$ cat config.mk
export PLATFORM = sky130hd
export DESIGN_NAME = fme_arbiter
export DESIGN_NICKNAME = d
export VERILOG_FILES = /design/src/rtl/rsa_pkg.sv /design/src/rtl/fme_pending_slot.sv /design/src/rtl/fme_arbiter.sv
export SDC_FILE = /design/constraint.sdc
export NUM_CORES = 1
export LEC_CHECK = 0
export CORE_AREA = 2 2 114 116
export DETAILED_ROUTE_END_ITERATION = 6
export DIE_AREA = 0 0 116 118
export PLACE_DENSITY = 0.82
export SLEW_MARGIN = 20
export SYNTH_ARGS = -nofsm -noshare
export SYNTH_HDL_FRONTEND = slang
export SYNTH_SLANG_ARGS = --single-unit
export TNS_END_PERCENT = 30
$ cat constraint.sdc
create_clock -name clk -period 3.85 [get_ports clk]
set_clock_uncertainty 0.15 [all_clocks]
set_input_delay 0.77 -clock clk [delete_from_list [all_inputs] [get_ports clk]]
set_output_delay 0.77 -clock clk [all_outputs]
set_load 0.005 [all_outputs]
$ cat src/rtl/rsa_pkg.sv
// Shared widths, source identifiers and FSM encoding for the FastModExp arbiter.
package rsa_pkg;

  localparam int   WORD_W  = 32;
  localparam logic SRC_DEC = 1'b0;
  localparam logic SRC_ENC = 1'b1;

  typedef enum logic [1:0] {
    ST_IDLE    = 2'd0,
    ST_LAUNCH  = 2'd1,
    ST_WAIT    = 2'd2,
    ST_DELIVER = 2'd3
  } arb_state_e;

endpackage

$ cat src/rtl/fme_pending_slot.sv
// One-deep pending slot: holds a single offered word until the arbiter grants it.
module fme_pending_slot
  import rsa_pkg::*;
(
  input  logic              clk,
  input  logic              rst,
  input  logic              i_start,
  input  logic [WORD_W-1:0] i_word,
  input  logic              i_grant,
  output logic              o_valid,
  output logic [WORD_W-1:0] o_word,
  output logic              o_drop
);

  logic              r_valid;
  logic [WORD_W-1:0] r_word;

  // A start is only refused when the slot is full and not draining this cycle.
  assign o_drop  = i_start & r_valid & ~i_grant;
  assign o_valid = r_valid;
  assign o_word  = r_word;

  always_ff @(posedge clk) begin
    if (rst) begin
      r_valid <= 1'b0;
      r_word  <= '0;
    end else if (o_drop) begin
      r_valid <= r_valid;
    end else if (i_start) begin
      r_valid <= 1'b1;
      r_word  <= i_word;
    end else if (i_grant) begin
      r_valid <= 1'b0;
    end
  end

endmodule

$ cat src/rtl/fme_arbiter.sv
// Shares one FastModExp core between a decrypt and an encrypt source with
// round-robin grant, launch/wait/deliver sequencing and a job timeout.
module fme_arbiter
  import rsa_pkg::*;
#(
  parameter int TIMEOUT = 4096
) (
  input  logic              clk,
  input  logic              rst,
  input  logic              dec_start,
  input  logic [WORD_W-1:0] dec_word,
  input  logic              enc_start,
  input  logic [WORD_W-1:0] enc_word,
  output logic              fme_start,
  output logic [WORD_W-1:0] fme_data_in,
  output logic              fme_key_sel,
  input  logic              fme_done,
  input  logic [WORD_W-1:0] fme_data_out,
  output logic              res_valid,
  output logic [WORD_W-1:0] res_data,
  output logic              res_src,
  input  logic              res_ready,
  output logic              busy,
  output logic              overrun,
  output logic              timeout_err
);

  localparam int TMR_W = ($clog2(TIMEOUT + 1) > 13) ? $clog2(TIMEOUT + 1) : 13;
  localparam logic [TMR_W-1:0] TMR_LAST = TMR_W'(TIMEOUT - 1);
  localparam logic [TMR_W-1:0] TMR_MAX  = {TMR_W{1'b1}};

  arb_state_e        r_state, w_next;
  logic [TMR_W-1:0]  r_timer;
  logic              r_last_grant;
  logic              r_fme_start, r_key_sel, r_res_valid, r_res_src;
  logic              r_overrun, r_timeout_err;
  logic [WORD_W-1:0] r_fme_data_in, r_res_data;
  logic              w_grant_dec, w_grant_enc, w_timeout;
  logic              w_dec_valid, w_enc_valid, w_dec_drop, w_enc_drop;
  logic [WORD_W-1:0] w_dec_word, w_enc_word;

  fme_pending_slot u_dec_slot (
    .clk(clk), .rst(rst), .i_start(dec_start), .i_word(dec_word),
    .i_grant(w_grant_dec), .o_valid(w_dec_valid), .o_word(w_dec_word), .o_drop(w_dec_drop)
  );

  fme_pending_slot u_enc_slot (
    .clk(clk), .rst(rst), .i_start(enc_start), .i_word(enc_word),
    .i_grant(w_grant_enc), .o_valid(w_enc_valid), .o_word(w_enc_word), .o_drop(w_enc_drop)
  );

  always_ff @(posedge clk) begin
    if (rst) r_state <= ST_IDLE;
    else     r_state <= w_next;
  end

  // On a tie the source that did not win last time is granted.
  always_comb begin
    w_next      = r_state;
    w_grant_dec = 1'b0;
    w_grant_enc = 1'b0;
    w_timeout   = 1'b0;
    case (r_state)
      ST_IDLE: begin
        if (w_dec_valid && w_enc_valid) begin
          w_grant_dec = (r_last_grant == SRC_ENC);
          w_grant_enc = (r_last_grant == SRC_DEC);
          w_next      = ST_LAUNCH;
        end else if (w_dec_valid) begin
          w_grant_dec = 1'b1;
          w_next      = ST_LAUNCH;
        end else if (w_enc_valid) begin
          w_grant_enc = 1'b1;
          w_next      = ST_LAUNCH;
        end else begin
          w_next = ST_IDLE;
        end
      end
      ST_LAUNCH: w_next = ST_WAIT;
      ST_WAIT: begin
        if (fme_done) begin
          w_next = ST_DELIVER;
        end else if (r_timer == TMR_LAST) begin
          w_timeout = 1'b1;
          w_next    = ST_IDLE;
        end else begin
          w_next = ST_WAIT;
        end
      end
      ST_DELIVER: begin
        if (res_ready) w_next = ST_IDLE;
        else           w_next = ST_DELIVER;
      end
      default: w_next = ST_IDLE;
    endcase
  end

  // Datapath, timer and sticky flags; the core operand and key hold from grant until the job ends.
  always_ff @(posedge clk) begin
    if (rst) begin
      r_fme_start   <= 1'b0;
      r_fme_data_in <= '0;
      r_key_sel     <= 1'b0;
      r_timer       <= '0;
      r_res_valid   <= 1'b0;
      r_res_data    <= '0;
      r_res_src     <= 1'b0;
      r_overrun     <= 1'b0;
      r_timeout_err <= 1'b0;
      r_last_grant  <= SRC_ENC;
    end else begin
      r_fme_start <= w_grant_dec | w_grant_enc;
      if (w_grant_dec) begin
        r_fme_data_in <= w_dec_word;
        r_key_sel     <= SRC_DEC;
      end else if (w_grant_enc) begin
        r_fme_data_in <= w_enc_word;
        r_key_sel     <= SRC_ENC;
      end
      if (r_state == ST_LAUNCH)                        r_timer <= '0;
      else if (r_state == ST_WAIT && r_timer != TMR_MAX) r_timer <= r_timer + TMR_W'(1);
      if (r_state == ST_WAIT && fme_done) begin
        r_res_valid <= 1'b1;
        r_res_data  <= fme_data_out;
        r_res_src   <= r_key_sel;
      end
      if (r_state == ST_DELIVER && res_ready) begin
        r_res_valid  <= 1'b0;
        r_last_grant <= r_res_src;
      end
      if (w_timeout) begin
        r_timeout_err <= 1'b1;
        r_last_grant  <= r_key_sel;
      end
      if (w_dec_drop || w_enc_drop) r_overrun <= 1'b1;
    end
  end

  assign fme_start   = r_fme_start;
  assign fme_data_in = r_fme_data_in;
  assign fme_key_sel = r_key_sel;
  assign res_valid   = r_res_valid;
  assign res_data    = r_res_data;
  assign res_src     = r_res_src;
  assign overrun     = r_overrun;
  assign timeout_err = r_timeout_err;
  assign busy        = (r_state != ST_IDLE) | w_dec_valid | w_enc_valid;

endmodule

==> out/metrics.csv, run 1 <==
metric,value,unit
outcome,completed,
endpoints failing hold,0,
hold_ws,302,ps
post-synthesis sequential area ratio,49.7,%
yosys warns,0,
Worst EP arrival,1820,ps
clock slew at reported path FFs,60,ps
#FFs+latches synth,152,
global-route wire length before repair,25100,um
R2R Path Start,r_state[1],
"Setup violations, final",0,
crit path to,busy,
setup TNS,0,ps
Post-synth EDFFs,0,
unrepaired setup endpoints after global routing,no,
"Avg Cell Area, Syn",8.82,um2
final period utilization,71.1,%
Post-Synth Simple-Gate Area,21.8,%
most frequent cells in the layout,"clkdlybuf4s50_1, dfxtp_1, nand2_1",
dominant cells by area after synthesis,"dfxtp_1, mux2i_1, nand2_1",
1st-pass router iterations,5,
fraction of layout cells with a size suffix above 1,5.37,%
Crit Path Class,reg2out,
max incr delay on CP,620,ps
"Net Count, Synth",798,
Post-CTS Resized,0,
routability cong.,0.868,
Top Ports,173,
Die H,118,um
Pleak,3.23,nW
vias in the first global route,5313,
CP Max Fanout,13,
grt ovf,0,
hold crit path type,reg2reg,
htree depth,4,
WP depth,3,
initial antenna violation count,0,
cts hold-fix bufs,0,
largest family of logic cells by synthesized area,simple AND/OR/NAND/NOR gates,
min Tclk post-route,2740,ps
Cells after Synth,695,
Synth Cell Area,6130,um2
family with the most delay on the worst path,flip-flops,
die width,116,um
CORE AREA,12400,um2
Post-Synth Adder-Cell Area,0.204,%
Root Buffer,clkbuf_16,
crit-path cells,"nor2_1, nand2_1, clkdlybuf4s50_1",
row count,41,
fin area,8510,um2
critical path endpoint category,output port,
"commonest non-fill, non-tap cell in the layout",clkdlybuf4s50_1,
maximum clock rate,366,MHz
Synth Area in XOR/XNOR,0.143,%
slowest CP cell,dfxtp_1,
final routed DRC violation total,0,
Total Power,0.00407,W
dpl cell area,7910,um2
Synth Area in Compound Gates,12.8,%
DP Worst Slack,1180,ps
"Buf+Inv Stages, Crit Path",1,
Vias,5334,
synthesis-to-layout area growth,38.8,%
DP Wirelength,10400,um
largest net degree at the start of global routing,66,
Worst Tran Pin Value,923,ps
Die Area,13700,um2
top-area cell type share of the netlist area,49.7,%
crit start category,flip-flop,
CTS Sinks,152,
Setup Buffers After CTS,0,
MaxCap Viol Count,0,
R2R setup slack,1450,ps
Num CTS Buffers,17,
crit path from,r_state[1],
Max IR drop VDD,0.000278,V
Synth cell types,39,
"Clk Latency, worst-skew pair",420,ps
fillcell total,988,
gr usage total,22.8,%
Synth Flop Type,dfxtp_1,
required time of the critical path,2930,ps
Worst R2R Path Depth,6,
DR vias/cell,5.19,
nets@finish,947,
CTS tree,yes,
WL final,15200,um
drt wl/cell,14.8,um
Final ANT Viol Nets,0,
ys async rst share,0,%
DRT iter0 DRCs,292,
Slew HR,38.2,%
port buffer count,172,
RR Endpoint,u_dec_slot.o_word[23],
Synth area leader,dfxtp_1,
final worst slack,1110,ps
multiplexer share of the synthesized area,11.1,%
Initial Util,49.4,%
Max Buffers Root-to-Sink,2,
PwrDens,478,nW/um2
fin. max-slew vios,0,
Antenna diodes,0,
[worst min-delay path: stages (launching register included)]
cell	delay, ps
dfxtp_1	300
nand2_1	50
a21oi_1	50
[state kept, by name, summed over array words and instances (netlist names)]
name,cells
res_src,1
r_timer,13
fme_key_sel,1
u_dec_slot.o_valid,1
fme_start,1
res_valid,1
r_state,2
overrun,1
timeout_err,1
u_enc_slot.o_word,32
r_last_grant,1
fme_data_in,32
res_data,32
u_enc_slot.o_valid,1
u_dec_slot.o_word,32
[worst min path at each step]
stage / from / end / depth (start not counted)
3_3_place_gp: res_data[15] / res_data[15] / 2
2_1_floorplan: u_enc_slot.o_word[0] / u_enc_slot.o_word[0] / 2
5_1_grt: res_data[23] / res_data[23] / 2
6_report: u_enc_slot.o_word[29] / u_enc_slot.o_word[29] / 2
3_5_place_dp: res_data[20] / res_data[20] / 2
4_1_cts: res_data[20] / res_data[20] / 2
[power breakdown]
group          internal (W)  leakage [nW]  switching, W
Combinational      0.000339          1.70      0.000288
Clock               0.00106         0.289      0.000611
Sequential          0.00169          1.24     0.0000748
Total               0.00309          3.23      0.000973
[layer usage]
layer	track usage, %	vias to the layer above	part of all wire (%)
met1	28.2	2474	44
met2	38.3	194	48
met4	8.48	0	1.5
li1	-	2645	-
met5	0	-	0
met3	5.30	21	6.4
[cells by family after synthesis]
logic type	count (synthesis)
buffers and inverters	56
muxes	68
xor gates and xnor gates	1
DFF	152
AOI/OAI and AO/OA	132
adders and majority gates	1
and+or+nand+nor	285
[cell usage after synthesis, types with 4 or more instances]
cell type    n
or3_1        5
o21ai_0      4
nor2_1      48
a21oi_1     81
inv_1        6
buf_2       10
nand2_1    139
nand2b_1    66
mux2i_1     67
clkbuf_1    27
dfxtp_1    152
nand3_1      7
a211oi_1    33
buf_4       11
[per-stage QoR]
step	instances	util, %
after global routing	1028	68.5
after floorplan	695	-
after detailed placement	997	63.7
final	1028	68.5
after global placement	997	63.7
after CTS	1028	68.5
[area by class of cell]
cell class	count	area, um2	share of cell area (%)
Clock buffer	23	478	5.62
Clock inverter	8	120	1.41
Inverter	6	22.5	0.265
Multi-Input combinational cell	487	2850	33.5
Sequential cell	152	3040	35.8
Tap cell	172	215	2.53
Timing Repair Buffer	180	1780	20.9
(Power assumes the default switching activity.)
==> run 2, diff against run 1 <==
--- a/config.mk
+++ b/config.mk
@@ -5,10 +5,10 @@
 export SDC_FILE = /design/constraint.sdc
 export NUM_CORES = 1
 export LEC_CHECK = 0
-export CORE_AREA = 2 2 114 116
+export CORE_AREA = 2 2 116 118
 export DETAILED_ROUTE_END_ITERATION = 6
-export DIE_AREA = 0 0 116 118
-export PLACE_DENSITY = 0.82
+export DIE_AREA = 0 0 118 120
+export PLACE_DENSITY = 0.8
 export SLEW_MARGIN = 20
 export SYNTH_ARGS = -nofsm -noshare
 export SYNTH_HDL_FRONTEND = slang
==> constraint.sdc (replaced) <==
create_clock -name clk -period 2.58 [get_ports clk]
set_clock_uncertainty 0.15 [all_clocks]
set_input_delay 0.516 -clock clk [delete_from_list [all_inputs] [get_ports clk]]
set_output_delay 0.516 -clock clk [all_outputs]
set_load 0.005 [all_outputs]
==> run 2 against run 1 <==
Net effect: clock power is 47% higher; register-to-register slack worse by 990 ps; die area is 3.4% higher; first-iteration DRC count is 15% lower; utilization is 2.4 points lower; setup slack worse by 930 ps; total power is 49% higher; final area is 0.96% higher; highest routed layer unchanged.
==> out/metrics.csv, run 2 (synthesis gave the netlist of run 1 again) <==
metric,value,unit,change
CORE AREA,13000,um2,+4.6%
unrepaired setup endpoints after global routing,no,,
WL final,15100,um,-0.37%
Layout Cells excl Fill,1039,,+1.1%
largest net degree at the start of global routing,119,,+80%
Die H,120,um,+1.7%
Worst Tran Pin Value,979,ps,+56.0 ps
nets@finish,953,,+0.63%
Worst EP arrival,1730,ps,-90 ps
PwrDens,704,nW/um2,+47%
crit start category,flip-flop,,
DR vias/cell,5.12,,-1.3%
gr usage total,21.4,%,-1.4 points
crit-path cells,"nor2_1, nand2_1, clkdlybuf4s50_1",,
Antenna diodes,0,,unchanged
port buffer count,172,,unchanged
clock share of power,40.5,%,-0.7 points
final routed DRC violation total,0,,unchanged
fraction of layout cells with a size suffix above 1,6.14,%,+0.77 points
Num CTS Buffers,17,,unchanged
clock slew at reported path FFs,60,ps,about the same
total placed cells including tap cells,1007,,+1.0%
Die Area,14200,um2,+3.4%
Seq pwr share,43.5,%,about the same
"Buf+Inv Stages, Crit Path",1,,unchanged
Post-CTS Resized,0,,unchanged
"commonest non-fill, non-tap cell in the layout",clkdlybuf4s50_1,,
Initial Util,47.2,%,-2.2 points
fillcell total,1074,,+8.7%
die width,118,um,+1.7%
fin. max-slew vios,0,,unchanged
cts hold-fix bufs,0,,unchanged
row count,42,,+2.4%
1st-pass router iterations,4,,-1
grt ovf,0,,unchanged
Slew HR,34.5,%,-3.7 points
slowest CP cell,dfxtp_1,,
routability cong.,0.853,,-1.7%
drt wl/cell,14.6,um,-1.4%
required time of the critical path,1910,ps,-1020 ps
critical path endpoint category,output port,,
Pleak,3.28,nW,+1.4%
Max Buffers Root-to-Sink,2,,unchanged
CTS Sinks,152,,unchanged
MaxCap Viol Count,0,,unchanged
Root Buffer,clkbuf_16,,
"Clk Latency, worst-skew pair",410,ps,about the same
"Setup violations, final",0,,unchanged
Reg area,3040,um2,unchanged
max incr delay on CP,580,ps,-40 ps
maximum clock rate,418,MHz,
vias in the first global route,5054,,-4.9%
setup TNS,0,ps,unchanged
NetSw,0.00145,W,+49%
min Tclk post-route,2390,ps,
synthesis-to-layout area growth,40.2,%,
Max IR drop VDD,0.000333,V,+20%
Final ANT Viol Nets,0,,unchanged
final period utilization,92.7,%,
Vias,5323,,-0.21%
most frequent cells in the layout,"clkdlybuf4s50_1, dfxtp_1, nand2_1",,
Sw Ratio,24.0,%,+0.064 points
Top Ports,173,,unchanged
outcome,completed,,
CTS tree,yes,,
Crit Path Class,reg2out,,
hold crit path type,in2reg,,
CP Max Fanout,13,,unchanged
global-route wire length before repair,24500,um,-2.3%
htree depth,4,,unchanged
initial antenna violation count,0,,unchanged
family with the most delay on the worst path,flip-flops,,
DRT iter0 DRCs,247,,-15%
Setup Buffers After CTS,0,,unchanged
DP Wirelength,10300,um,-1.2%
endpoints failing hold,0,,unchanged
Gate power share,16.0,%,+0.6 points
footprint of the multi-input gates,2850,um2,about the same
P_int,0.00460,W,+49%
-- run 2: layout make-up --
class                           instances  share of cell area [%]
Clock inverter                          8                    1.08
Timing Repair Buffer                  186                    21.7
Inverter                                6                   0.262
Multi-Input combinational cell        487                    33.2
Clock buffer                           24                    5.84
Tap cell                              176                    2.56
Sequential cell                       152                    35.4
-- run 2: metrics by stage --
| step | worst slack [ps] | area (um2) | utilization [%] | power, W | hold WS [ps] |
|---|---|---|---|---|---|
| 3_3_place_gp | 422 | 8000 | 61.6 | 0.00362 | 290 |
| 5_1_grt | 91.7 | 8590 | 66.2 | 0.00628 | 289 |
| 4_1_cts | 183 | 8590 | 66.2 | 0.00610 | 271 |
| 6_report | 188 | 8590 | 66.2 | 0.00605 | 291 |
| 3_5_place_dp | 339 | 8000 | 61.6 | 0.00365 | 296 |
| 2_1_floorplan | 934 | 6130 | - | 0.00315 | 286 |
-- run 2: final timing paths --
path,startpoint,end,slack (ps),depth (start not counted)
worst max-delay path,r_state[0],busy,190,3
worst min-delay path,rst,u_enc_slot.o_word[3],290,2
worst max register to register,r_state[0],u_enc_slot.o_word[23],460,5
worst min register to register,res_data[29],res_data[29],300,2
-- run 2: power by group through the flow --
| stage | logic (W) | clock network, W | registers [W] |
|---|---|---|---|
| 3_3_place_gp | 0.000948 | 0 | 0.00267 |
| 2_1_floorplan | 0.000492 | 0 | 0.00266 |
| 6_report | 0.000967 | 0.00245 | 0.00263 |
| 5_1_grt | 0.00105 | 0.00259 | 0.00265 |
| 4_1_cts | 0.000976 | 0.00249 | 0.00263 |
| 3_5_place_dp | 0.000969 | 0 | 0.00268 |
-- run 2: per-layer routing --
metal | GRT usage [%] | part of all wire, % | vias up
li1 | - | - | 2668
met1 | 25.9 | 44 | 2475
met2 | 36.8 | 49 | 160
met3 | 4.94 | 5.4 | 20
met4 | 8.36 | 1.5 | 0
met5 | 0 | 0 | -
